$ cat src/rtl/score_keeper_if.sv
// score_keeper_if
//   Groups the score keeper's key/score inputs and its match-state outputs.
//   master : driver of key byte and score flags, reader of match state
//   slave  : the score keeper itself
//   Signals:
//     i_key_byte    8  last received key byte (level)
//     i_p1_scored   1  point to player 1 (level)
//     i_p2_scored   1  point to player 2 (level)
//     o_p1_score    4  player 1 score
//     o_p2_score    4  player 2 score
//     o_ball_enable 1  ball may move
//     o_game_over   1  match finished
//     o_winner      2  00 none, 01 player 1, 10 player 2
//     o_point_pulse 1  one-cycle strobe per counted point
interface score_keeper_if;
  logic [7:0] i_key_byte;
  logic       i_p1_scored;
  logic       i_p2_scored;
  logic [3:0] o_p1_score;
  logic [3:0] o_p2_score;
  logic       o_ball_enable;
  logic       o_game_over;
  logic [1:0] o_winner;
  logic       o_point_pulse;

  modport master (
    output i_key_byte, i_p1_scored, i_p2_scored,
    input  o_p1_score, o_p2_score, o_ball_enable, o_game_over, o_winner, o_point_pulse
  );

  modport slave (
    input  i_key_byte, i_p1_scored, i_p2_scored,
    output o_p1_score, o_p2_score, o_ball_enable, o_game_over, o_winner, o_point_pulse
  );
endinterface

$ cat src/rtl/score_keeper.sv
// score_keeper
//   Keeps both players' scores and runs the match FSM (IDLE, PLAY, PAUSE, OVER)
//   downstream of the ball stage. All outputs are registered.
//   Ports:
//     i_CLK  in  system (pixel) clock, rising edge
//     i_RST  in  asynchronous active-high reset
//     bus    slave side of score_keeper_if (key byte, score flags in;
//            scores, ball enable, game over, winner, point pulse out)
module score_keeper #(
  parameter int START        = 103,
  parameter int RESTART      = 98,
  parameter int WIN_SCORE    = 7,
  parameter int PAUSE_CYCLES = 25_000_000
) (
  input  logic           i_CLK,
  input  logic           i_RST,
  score_keeper_if.slave  bus
);

  localparam int                CNT_W       = $clog2(PAUSE_CYCLES + 1);
  localparam logic [CNT_W-1:0]  PAUSE_LOAD  = CNT_W'(PAUSE_CYCLES - 1);
  localparam logic [3:0]        WIN         = 4'(WIN_SCORE);
  localparam logic [7:0]        KEY_START   = 8'(START);
  localparam logic [7:0]        KEY_RESTART = 8'(RESTART);

  typedef enum logic [1:0] {S_IDLE, S_PLAY, S_PAUSE, S_OVER} state_t;

  state_t           state_q, state_d;
  logic [3:0]       p1_score_q, p1_score_d;
  logic [3:0]       p2_score_q, p2_score_d;
  logic             ball_en_q, ball_en_d;
  logic             game_over_q, game_over_d;
  logic [1:0]       winner_q, winner_d;
  logic             pulse_q, pulse_d;
  logic [CNT_W-1:0] cnt_q, cnt_d;
  logic             p1_prev_q, p1_prev_d;
  logic             p2_prev_q, p2_prev_d;

  logic             p1_rise, p2_rise;
  logic [3:0]       p1_inc, p2_inc;

  // Saturating increment: a score never passes WIN_SCORE.
  function automatic logic [3:0] sat_inc(input logic [3:0] s);
    return (s >= WIN) ? WIN : s + 4'd1;
  endfunction

  assign p1_rise = bus.i_p1_scored & ~p1_prev_q;
  assign p2_rise = bus.i_p2_scored & ~p2_prev_q;
  assign p1_inc  = sat_inc(p1_score_q);
  assign p2_inc  = sat_inc(p2_score_q);

  always_comb begin
    state_d    = state_q;
    p1_score_d = p1_score_q;
    p2_score_d = p2_score_q;
    winner_d   = winner_q;
    cnt_d      = cnt_q;
    pulse_d    = 1'b0;
    // Edge registers track the inputs in every state, so a level that was
    // already high during PAUSE does not register as a new point in PLAY.
    p1_prev_d  = bus.i_p1_scored;
    p2_prev_d  = bus.i_p2_scored;

    if (bus.i_key_byte == KEY_RESTART) begin
      state_d    = S_IDLE;
      p1_score_d = 4'd0;
      p2_score_d = 4'd0;
      winner_d   = 2'b00;
      cnt_d      = '0;
    end else begin
      unique case (state_q)
        S_IDLE: begin
          if (bus.i_key_byte == KEY_START) begin
            state_d    = S_PLAY;
            p1_score_d = 4'd0;
            p2_score_d = 4'd0;
          end
        end
        S_PLAY: begin
          // Simultaneous edges are treated as a tie and discarded.
          if (p1_rise ^ p2_rise) begin
            pulse_d = 1'b1;
            if (p1_rise) begin
              p1_score_d = p1_inc;
              if (p1_inc == WIN) begin
                state_d  = S_OVER;
                winner_d = 2'b01;
              end else begin
                state_d = S_PAUSE;
                cnt_d   = PAUSE_LOAD;
              end
            end else begin
              p2_score_d = p2_inc;
              if (p2_inc == WIN) begin
                state_d  = S_OVER;
                winner_d = 2'b10;
              end else begin
                state_d = S_PAUSE;
                cnt_d   = PAUSE_LOAD;
              end
            end
          end
        end
        S_PAUSE: begin
          if (cnt_q == '0) state_d = S_PLAY;
          else             cnt_d   = cnt_q - CNT_W'(1);
        end
        S_OVER: begin
        end
        default: state_d = S_IDLE;
      endcase
    end

    // Registered outputs follow the state being entered.
    ball_en_d   = (state_d == S_PLAY);
    game_over_d = (state_d == S_OVER);
  end

  always_ff @(posedge i_CLK or posedge i_RST) begin
    if (i_RST) begin
      state_q     <= S_IDLE;
      p1_score_q  <= 4'd0;
      p2_score_q  <= 4'd0;
      ball_en_q   <= 1'b0;
      game_over_q <= 1'b0;
      winner_q    <= 2'b00;
      pulse_q     <= 1'b0;
      cnt_q       <= '0;
      p1_prev_q   <= 1'b0;
      p2_prev_q   <= 1'b0;
    end else begin
      state_q     <= state_d;
      p1_score_q  <= p1_score_d;
      p2_score_q  <= p2_score_d;
      ball_en_q   <= ball_en_d;
      game_over_q <= game_over_d;
      winner_q    <= winner_d;
      pulse_q     <= pulse_d;
      cnt_q       <= cnt_d;
      p1_prev_q   <= p1_prev_d;
      p2_prev_q   <= p2_prev_d;
    end
  end

  assign bus.o_p1_score    = p1_score_q;
  assign bus.o_p2_score    = p2_score_q;
  assign bus.o_ball_enable = ball_en_q;
  assign bus.o_game_over   = game_over_q;
  assign bus.o_winner      = winner_q;
  assign bus.o_point_pulse = pulse_q;

endmodule

$ cat src/flat_wrapper.sv
// flat-port wrapper written by rule: the top's interface ports become plain ports
module score_keeper_flat 
#(
  parameter int START        = 103,
  parameter int RESTART      = 98,
  parameter int WIN_SCORE    = 7,
  parameter int PAUSE_CYCLES = 25_000_000
)
  (i_CLK, i_RST, bus_i_key_byte, bus_i_p1_scored, bus_i_p2_scored, bus_o_p1_score, bus_o_p2_score, bus_o_ball_enable, bus_o_game_over, bus_o_winner, bus_o_point_pulse);
  score_keeper_if bus_i ();
  input  logic i_CLK;
  input  logic i_RST;
  input wire logic [$bits(bus_i.i_key_byte)-1:0] bus_i_key_byte;
  input wire logic [$bits(bus_i.i_p1_scored)-1:0] bus_i_p1_scored;
  input wire logic [$bits(bus_i.i_p2_scored)-1:0] bus_i_p2_scored;
  output wire logic [$bits(bus_i.o_p1_score)-1:0] bus_o_p1_score;
  output wire logic [$bits(bus_i.o_p2_score)-1:0] bus_o_p2_score;
  output wire logic [$bits(bus_i.o_ball_enable)-1:0] bus_o_ball_enable;
  output wire logic [$bits(bus_i.o_game_over)-1:0] bus_o_game_over;
  output wire logic [$bits(bus_i.o_winner)-1:0] bus_o_winner;
  output wire logic [$bits(bus_i.o_point_pulse)-1:0] bus_o_point_pulse;
  assign bus_i.i_key_byte = bus_i_key_byte;
  assign bus_i.i_p1_scored = bus_i_p1_scored;
  assign bus_i.i_p2_scored = bus_i_p2_scored;
  assign bus_o_p1_score = bus_i.o_p1_score;
  assign bus_o_p2_score = bus_i.o_p2_score;
  assign bus_o_ball_enable = bus_i.o_ball_enable;
  assign bus_o_game_over = bus_i.o_game_over;
  assign bus_o_winner = bus_i.o_winner;
  assign bus_o_point_pulse = bus_i.o_point_pulse;
  score_keeper #(.START(START), .RESTART(RESTART), .WIN_SCORE(WIN_SCORE), .PAUSE_CYCLES(PAUSE_CYCLES)) u_core (.i_CLK(i_CLK), .i_RST(i_RST), .bus(bus_i));
endmodule
$ cat config.mk
export PLATFORM = sky130hd
export DESIGN_NAME = score_keeper_flat
export DESIGN_NICKNAME = d
export VERILOG_FILES = /design/src/rtl/score_keeper_if.sv /design/src/rtl/score_keeper.sv /design/src/flat_wrapper.sv
export SDC_FILE = /design/constraint.sdc
export NUM_CORES = 1
export LEC_CHECK = 0
export CELL_PAD_IN_SITES_DETAIL_PLACEMENT = 1
export CELL_PAD_IN_SITES_GLOBAL_PLACEMENT = 1
export CORE_MARGIN = 5
export CORE_UTILIZATION = 39
export DETAILED_ROUTE_END_ITERATION = 8
export GPL_ROUTABILITY_DRIVEN = 0
export PLACE_DENSITY_LB_ADDON = 0.1
export SLEW_MARGIN = 20
export SYNTH_ARGS = -nofsm -noshare
export SYNTH_HDL_FRONTEND = slang
export SYNTH_SLANG_ARGS = --single-unit
$ cat constraint.sdc
create_clock -name i_CLK -period 2.31 [get_ports i_CLK]
set_input_delay 0.231 -clock i_CLK [delete_from_list [all_inputs] [get_ports i_CLK]]
set_output_delay 0.231 -clock i_CLK [all_outputs]
set_load 0.02 [all_outputs]
==> impl_metrics.env, run 1 <==
export IMPL_outcome="complete, no violations"
export IMPL_syn_area_um2=2570
export IMPL_synth_top_cell_area_share_pct=40.8
export IMPL_boundaryPins=25
export IMPL_cpMaxStageDelayCell="or4_4"
export IMPL_portBuffers=24
export IMPL_die_area_um2=8330
export IMPL_synth_area_leaders="dfrtp_1 41%, a21oi_1 5.6%, o21ai_0 5.4%"
export IMPL_max_freq_ghz=0.441
export IMPL_hold_viol=0
export IMPL_viasPerCell=5.80
export IMPL_start_util_pct=40.3
export IMPL_timing_rr_start="u_core.cnt_q[17]"
export IMPL_postSynth_asyncResetShare_pct=100
export IMPL_cp_start_kind="flop"
export IMPL_grt_pass1_vias=2627
export IMPL_critPathCaptureType="flop"
export IMPL_peakVddDrop_v=0.000421
export IMPL_fp_dieW_um=91.3
export IMPL_skew_ns=0.0123
export IMPL_cp_max_fo=6
export IMPL_yosysWarnings=0
export IMPL_drive_gt1_share_pct=23.8
export IMPL_crit_type="flop to flop"
export IMPL_crit_chain="or4_4, nor4_4, nand3_2, o221a_4, buf_6, buf_6, o21ai_2, a21oi_1"
export IMPL_relSlewSlack_pct=62.4
export IMPL_slowest_delay_ns=0.57
export IMPL_rows=29
export IMPL_grt_total_usage_pct=18.6
export IMPL_postLayoutCellArea_um2=3470
export IMPL_reg2reg_slack_ns=0.04
export IMPL_synth_nets=315
export IMPL_vias=2571
export IMPL_drt_initial_drc_count=84
export IMPL_crit_path_frequent_cell="buf_6"
export IMPL_fin_crit_ns=2.27
export IMPL_synth_top_area_cell="dfrtp_1"
export IMPL_area_growth_pct=34.7
export IMPL_fin_nets=385
export IMPL_cts_htree_levels=2
export IMPL_min_path_type="primary input to asynchronous set/reset pin"
export IMPL_critPathTopFamily="simple AND/OR/NAND/NOR gates"
export IMPL_setup_viol=0
export IMPL_post_drt_wl_per_cell_um=18.0
export IMPL_drc=0
export IMPL_crit_required_ns=2.51
export IMPL_synthCells=295
export IMPL_syn_avg_cell_area_um2=8.73
export IMPL_synth_edf_count=0
export IMPL_clk_path_buf_depth=2
export IMPL_reg2reg_depth=8
export IMPL_cts_root_buffer="clkbuf_8"
export IMPL_crit_arrival_ns=2.47
export IMPL_grt_antenna_before_repair=0
export IMPL_placeableCoreArea_um2=6390
export IMPL_grt_pass1_wl_mm=12.9
export IMPL_dp_hpwl_mm=5.74
export IMPL_worstReg2RegEnd="u_core.cnt_q[2]"
export IMPL_min_period_over_period_pct=98.1
export IMPL_clock_sinks=42
export IMPL_ys_flop_type="dfrtp_1"
export IMPL_grt_overflow=0
export IMPL_tightest_slew_ns=0.563
export IMPL_dr_pass1_iters=4
export IMPL_clock_latency_ns=0.31
export IMPL_ys_seq_area_share_pct=40.8
export IMPL_grt_max_degree=43
export IMPL_maxCapViolations=0
export IMPL_rsz0062_at_grt="yes"
export IMPL_power_density_nw_per_um2=960
export IMPL_cts_made_buffers=5
export IMPL_ys_types=52
export IMPL_hold_buffers=0
export IMPL_ys_ff_latch=42
export IMPL_clkTransAtPathRegs_ns=0.09
export IMPL_totalWireLength_mm=7.99
export IMPL_p_leak_nw=1.36
export IMPL_final_max_slew_viol_count=0
export IMPL_finalPower_w=0.00333
export IMPL_placed_area_um2=3180
export IMPL_cts_tree="done"
export IMPL_die_h_um=91.3
export IMPL_critPathBufInv=2
export IMPL_ant_nets=0
export IMPL_diodes=0
how the worst max path moves through the flow:
stage / slack, ns / startpoint / cells after the start / end
2_1_floorplan: 0.05 / u_core.bus.o_p2_score[0] / 8 / u_core.cnt_q[10]
3_3_place_gp: -0.01 / bus_i_key_byte[0] / 8 / u_core.cnt_q[4]
3_5_place_dp: -0.17 / bus_i_key_byte[0] / 8 / u_core.cnt_q[12]
6_report: 0.04 / u_core.cnt_q[17] / 8 / u_core.cnt_q[2]
5_1_grt: -0.06 / u_core.cnt_q[0] / 9 / u_core.cnt_q[16]
4_1_cts: 0.006 / u_core.bus.o_p2_score[1] / 7 / u_core.cnt_q[8]
tightest hold or removal path, stage by stage:
cell	delay (ns)
clkdlybuf4s50_1	0.40
clkinv_1	0.04
buf_4	0.47
routing by layer:
| layer | up-vias | wire (um) | global-route usage [%] | share of wire [%] |
|---|---|---|---|---|
| li1 | 1243 | - | - | - |
| met1 | 1294 | 3710 | 25.2 | 46 |
| met2 | 27 | 4010 | 31.2 | 50 |
| met3 | 7 | 200 | 3.06 | 2.5 |
| met4 | 0 | 76 | 4.40 | 0.95 |
| met5 | - | 0 | 0 | 0 |
cell usage after synthesis, types with 3 or more instances:
cell      count
a211oi_1      4
a21oi_1      29
a311oi_1      5
a31oi_1       4
and3_1        3
clkbuf_1      9
dfrtp_1      42
ha_1          8
inv_1        12
mux2_2        4
nand2_1      23
nand2b_1      5
nand3_1       8
nand4_1       4
nor2_1       29
nor2b_1       4
nor3_1       13
nor4_1        6
nor4b_1       3
o21a_1        3
o21ai_0      28
o31ai_1       6
o41ai_1       4
or3_1         3
stage by stage:
| step | setup TNS [ns] | setup slack (ns) | hold WS, ns | cells | util, % |
|---|---|---|---|---|---|
| after detailed placement | -1.99 | -0.165 | 0.478 | 427 | 49.8 |
| final | 0 | 0.0437 | 0.364 | 443 | 54.3 |
| after floorplan | 0 | 0.0454 | 0.262 | 295 | - |
| after global routing | -0.175 | -0.0563 | 0.360 | 443 | 54.3 |
| after global placement | -0.0386 | -0.0139 | 0.469 | 427 | 49.8 |
| after CTS | 0 | 0.00605 | 0.368 | 436 | 51.6 |
area by class of cell:
cell class	instances	area (um^2)
Clock buffer	5	68.8
Clock inverter	3	40.0
Fill cell	746	2920
Inverter	12	45.0
Multi-Input combinational cell	228	1510
Sequential cell	42	1050
Tap cell	77	96.3
Timing Repair Buffer	76	657
state kept, by name (all words and copies together) (netlist names):
| name | cells |
|---|---|
| u_core.bus.o_ball_enable | 1 |
| u_core.bus.o_game_over | 1 |
| u_core.bus.o_p1_score | 4 |
| u_core.bus.o_p2_score | 4 |
| u_core.bus.o_point_pulse | 1 |
| u_core.bus.o_winner | 2 |
| u_core.cnt_q | 25 |
| u_core.p1_prev_q | 1 |
| u_core.p2_prev_q | 1 |
| u_core.state_q | 2 |
placed cells by master (no fill, tap or decap), drive strengths merged, types with 8 or more instances in the layout:
cell and count:
nor3 14, ha 8, clkdlybuf4s50 24, a21oi 29
nor2 29, dfrtp 42, nand2 23, o21ai 32
nand3 9, buf 52, inv 11
what timing repair did:
action                                  CTS  global route
gates cloned                              0             1
resized for setup                         1            31
endpoints found under the setup margin    4            22
pin swaps                                 1            11
buffers inserted                          1             6
cells by family (layout without fill, tap and decap cells):
| kind of cell | count (synthesis) | after routing | synth area share [%] |
|---|---|---|---|
| compound gates | 103 | 103 | 25.4 |
| xor+xnor | 1 | 1 | 0.340 |
| mux | 5 | 5 | 2.14 |
| fa+ha+maj | 8 | 8 | 3.89 |
| simple gates | 111 | 111 | 22.9 |
| flops | 42 | 42 | 40.8 |
| buf+inv | 25 | 96 | 4.52 |
power breakdown:
group / internal (W) / switching, W / leakage [nW]
Clock: 0.000319 / 0.000283 / 0.0579
Sequential: 0.000841 / 0.000115 / 0.486
Combinational: 0.000810 / 0.000964 / 0.817
Total: 0.00197 / 0.00136 / 1.36
Note: power is estimated with default switching activity, not from simulation.
==> run 2: changes to the inputs <==
--- a/config.mk
+++ b/config.mk
@@ -9,6 +9,7 @@
 export CELL_PAD_IN_SITES_GLOBAL_PLACEMENT = 1
 export CORE_MARGIN = 5
 export CORE_UTILIZATION = 39
+export CTS_CLUSTER_SIZE = 40
 export DETAILED_ROUTE_END_ITERATION = 8
 export GPL_ROUTABILITY_DRIVEN = 0
 export PLACE_DENSITY_LB_ADDON = 0.1
==> results of run 2 <==
The final DEF is identical to that of run 1; final timing and power are the same.
==> run 3: changes to the inputs <==
--- a/config.mk
+++ b/config.mk
@@ -13,6 +13,7 @@
 export DETAILED_ROUTE_END_ITERATION = 8
 export GPL_ROUTABILITY_DRIVEN = 0
 export PLACE_DENSITY_LB_ADDON = 0.1
+export RECOVER_POWER = 25
 export SLEW_MARGIN = 20
 export SYNTH_ARGS = -nofsm -noshare
 export SYNTH_HDL_FRONTEND = slang
==> impl_metrics.env, run 3 (synthesis gave the netlist of run 1 again) <==
export IMPL_setup_tns_ns=0
export IMPL_cp_start_kind="flop"
export IMPL_ant_nets=0
export IMPL_fin_nets=385
export IMPL_finalPower_w=0.00333
export IMPL_regMostFlops="u_core.cnt_q"
export IMPL_rsz0062_at_grt="yes"
export IMPL_cts_made_buffers=5
export IMPL_post_drt_wl_per_cell_um=18.0
export IMPL_drc=0
export IMPL_crit_required_ns=2.51
export IMPL_outcome="complete, no violations"
export IMPL_clock_sinks=42
export IMPL_drt_initial_drc_count=84
export IMPL_timing_rr_start="u_core.cnt_q[17]"
export IMPL_max_freq_ghz=0.440
export IMPL_clk_path_buf_depth=2
export IMPL_cts_tree="done"
export IMPL_setup_viol=0
export IMPL_area_growth_pct=34.6
export IMPL_relSlewSlack_pct=26.3
export IMPL_worstReg2RegEnd="u_core.cnt_q[2]"
export IMPL_critPathCaptureType="flop"
export IMPL_portBuffers=24
export IMPL_start_util_pct=40.3
export IMPL_cts_htree_levels=2
export IMPL_multi_input_area_um2=1510
export IMPL_clock_latency_ns=0.31
export IMPL_die_area_um2=8330
export IMPL_dr_pass1_iters=4
export IMPL_power_density_nw_per_um2=961
export IMPL_reg2reg_slack_ns=0.04
export IMPL_hold_path_depth=1
export IMPL_p_leak_nw=1.36
export IMPL_diodes=0
export IMPL_mostFrequentLayoutCells="44 x buf_4, 42 x dfrtp_1, 28 x nor2_1"
export IMPL_largest_reg_flops=25
export IMPL_fillers=745
export IMPL_grt_total_usage_pct=18.6
export IMPL_seq_area_um2=1050
export IMPL_min_path_type="primary input to flop"
export IMPL_peakVddDrop_v=0.000421
export IMPL_min_period_over_period_pct=98.3
export IMPL_holdPathEnd="u_core.p2_prev_q"
export IMPL_fin_crit_ns=2.27
export IMPL_rows=29
export IMPL_placeableCoreArea_um2=6390
export IMPL_fp_dieW_um=91.3
export IMPL_boundaryPins=25
export IMPL_skew_ns=0.0123
export IMPL_cp_max_fo=6
export IMPL_clkTransAtPathRegs_ns=0.09
export IMPL_grt_pass1_wl_mm=12.9
export IMPL_worst_slack_ns=0.0387
export IMPL_hold_viol=0
export IMPL_die_h_um=91.3
export IMPL_holdCritStartpoint="bus_i_p2_scored"
export IMPL_tightest_slew_ns=1.11
export IMPL_grt_pass1_vias=2627
export IMPL_dp_hpwl_mm=5.74
export IMPL_pre_cts_ws_ns=-0.165
export IMPL_crit_arrival_ns=2.47
export IMPL_mostFrequentLayoutCell="buf_4"
export IMPL_cts_root_buffer="clkbuf_8"
export IMPL_drive_gt1_share_pct=23.8
export IMPL_final_max_slew_viol_count=0
export IMPL_grt_antenna_before_repair=0
export IMPL_reg2reg_depth=8
export IMPL_grt_overflow=0
export IMPL_crit_type="flop to flop"
export IMPL_grt_max_degree=43
export IMPL_totalWireLength_mm=7.99
export IMPL_maxCapViolations=0
export IMPL_viasPerCell=5.81
export IMPL_vias=2572
run 3: how the worst max path moves through the flow:
stage / start / endpoint / slack [ns] / cells past startpoint
after floorplan: u_core.bus.o_p2_score[0] / u_core.cnt_q[10] / 0.05 / 8
after global placement: bus_i_key_byte[0] / u_core.cnt_q[4] / -0.01 / 8
after detailed placement: bus_i_key_byte[0] / u_core.cnt_q[12] / -0.17 / 8
after CTS: u_core.bus.o_p2_score[1] / u_core.cnt_q[8] / 0.006 / 7
after global routing: u_core.cnt_q[0] / u_core.cnt_q[16] / -0.06 / 9
final: u_core.cnt_q[17] / u_core.cnt_q[2] / 0.04 / 8
run 3: critical path, stage by stage (launching register included):
cell	delay, ns
dfrtp_1	0.42
or4_4	0.57
nor4_4	0.31
nand3_2	0.16
o221a_4	0.30
buf_6	0.15
buf_6	0.12
o21ai_2	0.10
a21oi_1	0.05
run 3: power by group:
group          internal [W]  total (W)  switching [W]  leakage [nW]
clock network      0.000319   0.000602       0.000283        0.0579
logic              0.000808    0.00177       0.000965         0.817
registers          0.000841   0.000956       0.000115         0.486
run 3: what timing repair did:
item,in CTS,in global routing
hold endpoints to repair,0,0
hold buffers,0,0
cloned,0,1
pin swaps,1,11
buffers inserted,1,6
gates resized for setup,1,31
setup endpoints to repair,4,22
run 3: through the flow:
step | util, % | cell area, um^2 | instances | hold WS, ns
final | 54.3 | 3470 | 443 | 0.492
after detailed placement | 49.8 | 3180 | 427 | 0.478
after floorplan | - | 2580 | 295 | 0.262
after global placement | 49.8 | 3180 | 427 | 0.469
after global routing | 54.3 | 3470 | 443 | 0.478
after CTS | 51.6 | 3300 | 436 | 0.368
run 3: metal layers:
| metal | share of wire [%] | vias to the layer above | track usage (%) | wire length (um) |
|---|---|---|---|---|
| met5 | 0 | - | 0 | 0 |
| met4 | 0.95 | 0 | 4.40 | 76 |
| met3 | 2.5 | 7 | 3.06 | 200 |
| met2 | 50 | 27 | 31.2 | 4010 |
| met1 | 46 | 1294 | 25.2 | 3710 |
| li1 | - | 1244 | - | - |
run 3: layout make-up:
class | count | share of cell area [%]
Clock buffer | 5 | 1.98
Clock inverter | 3 | 1.15
Inverter | 12 | 1.30
Multi-Input combinational cell | 228 | 43.6
Sequential cell | 42 | 30.3
Tap cell | 77 | 2.78
Timing Repair Buffer | 76 | 18.9
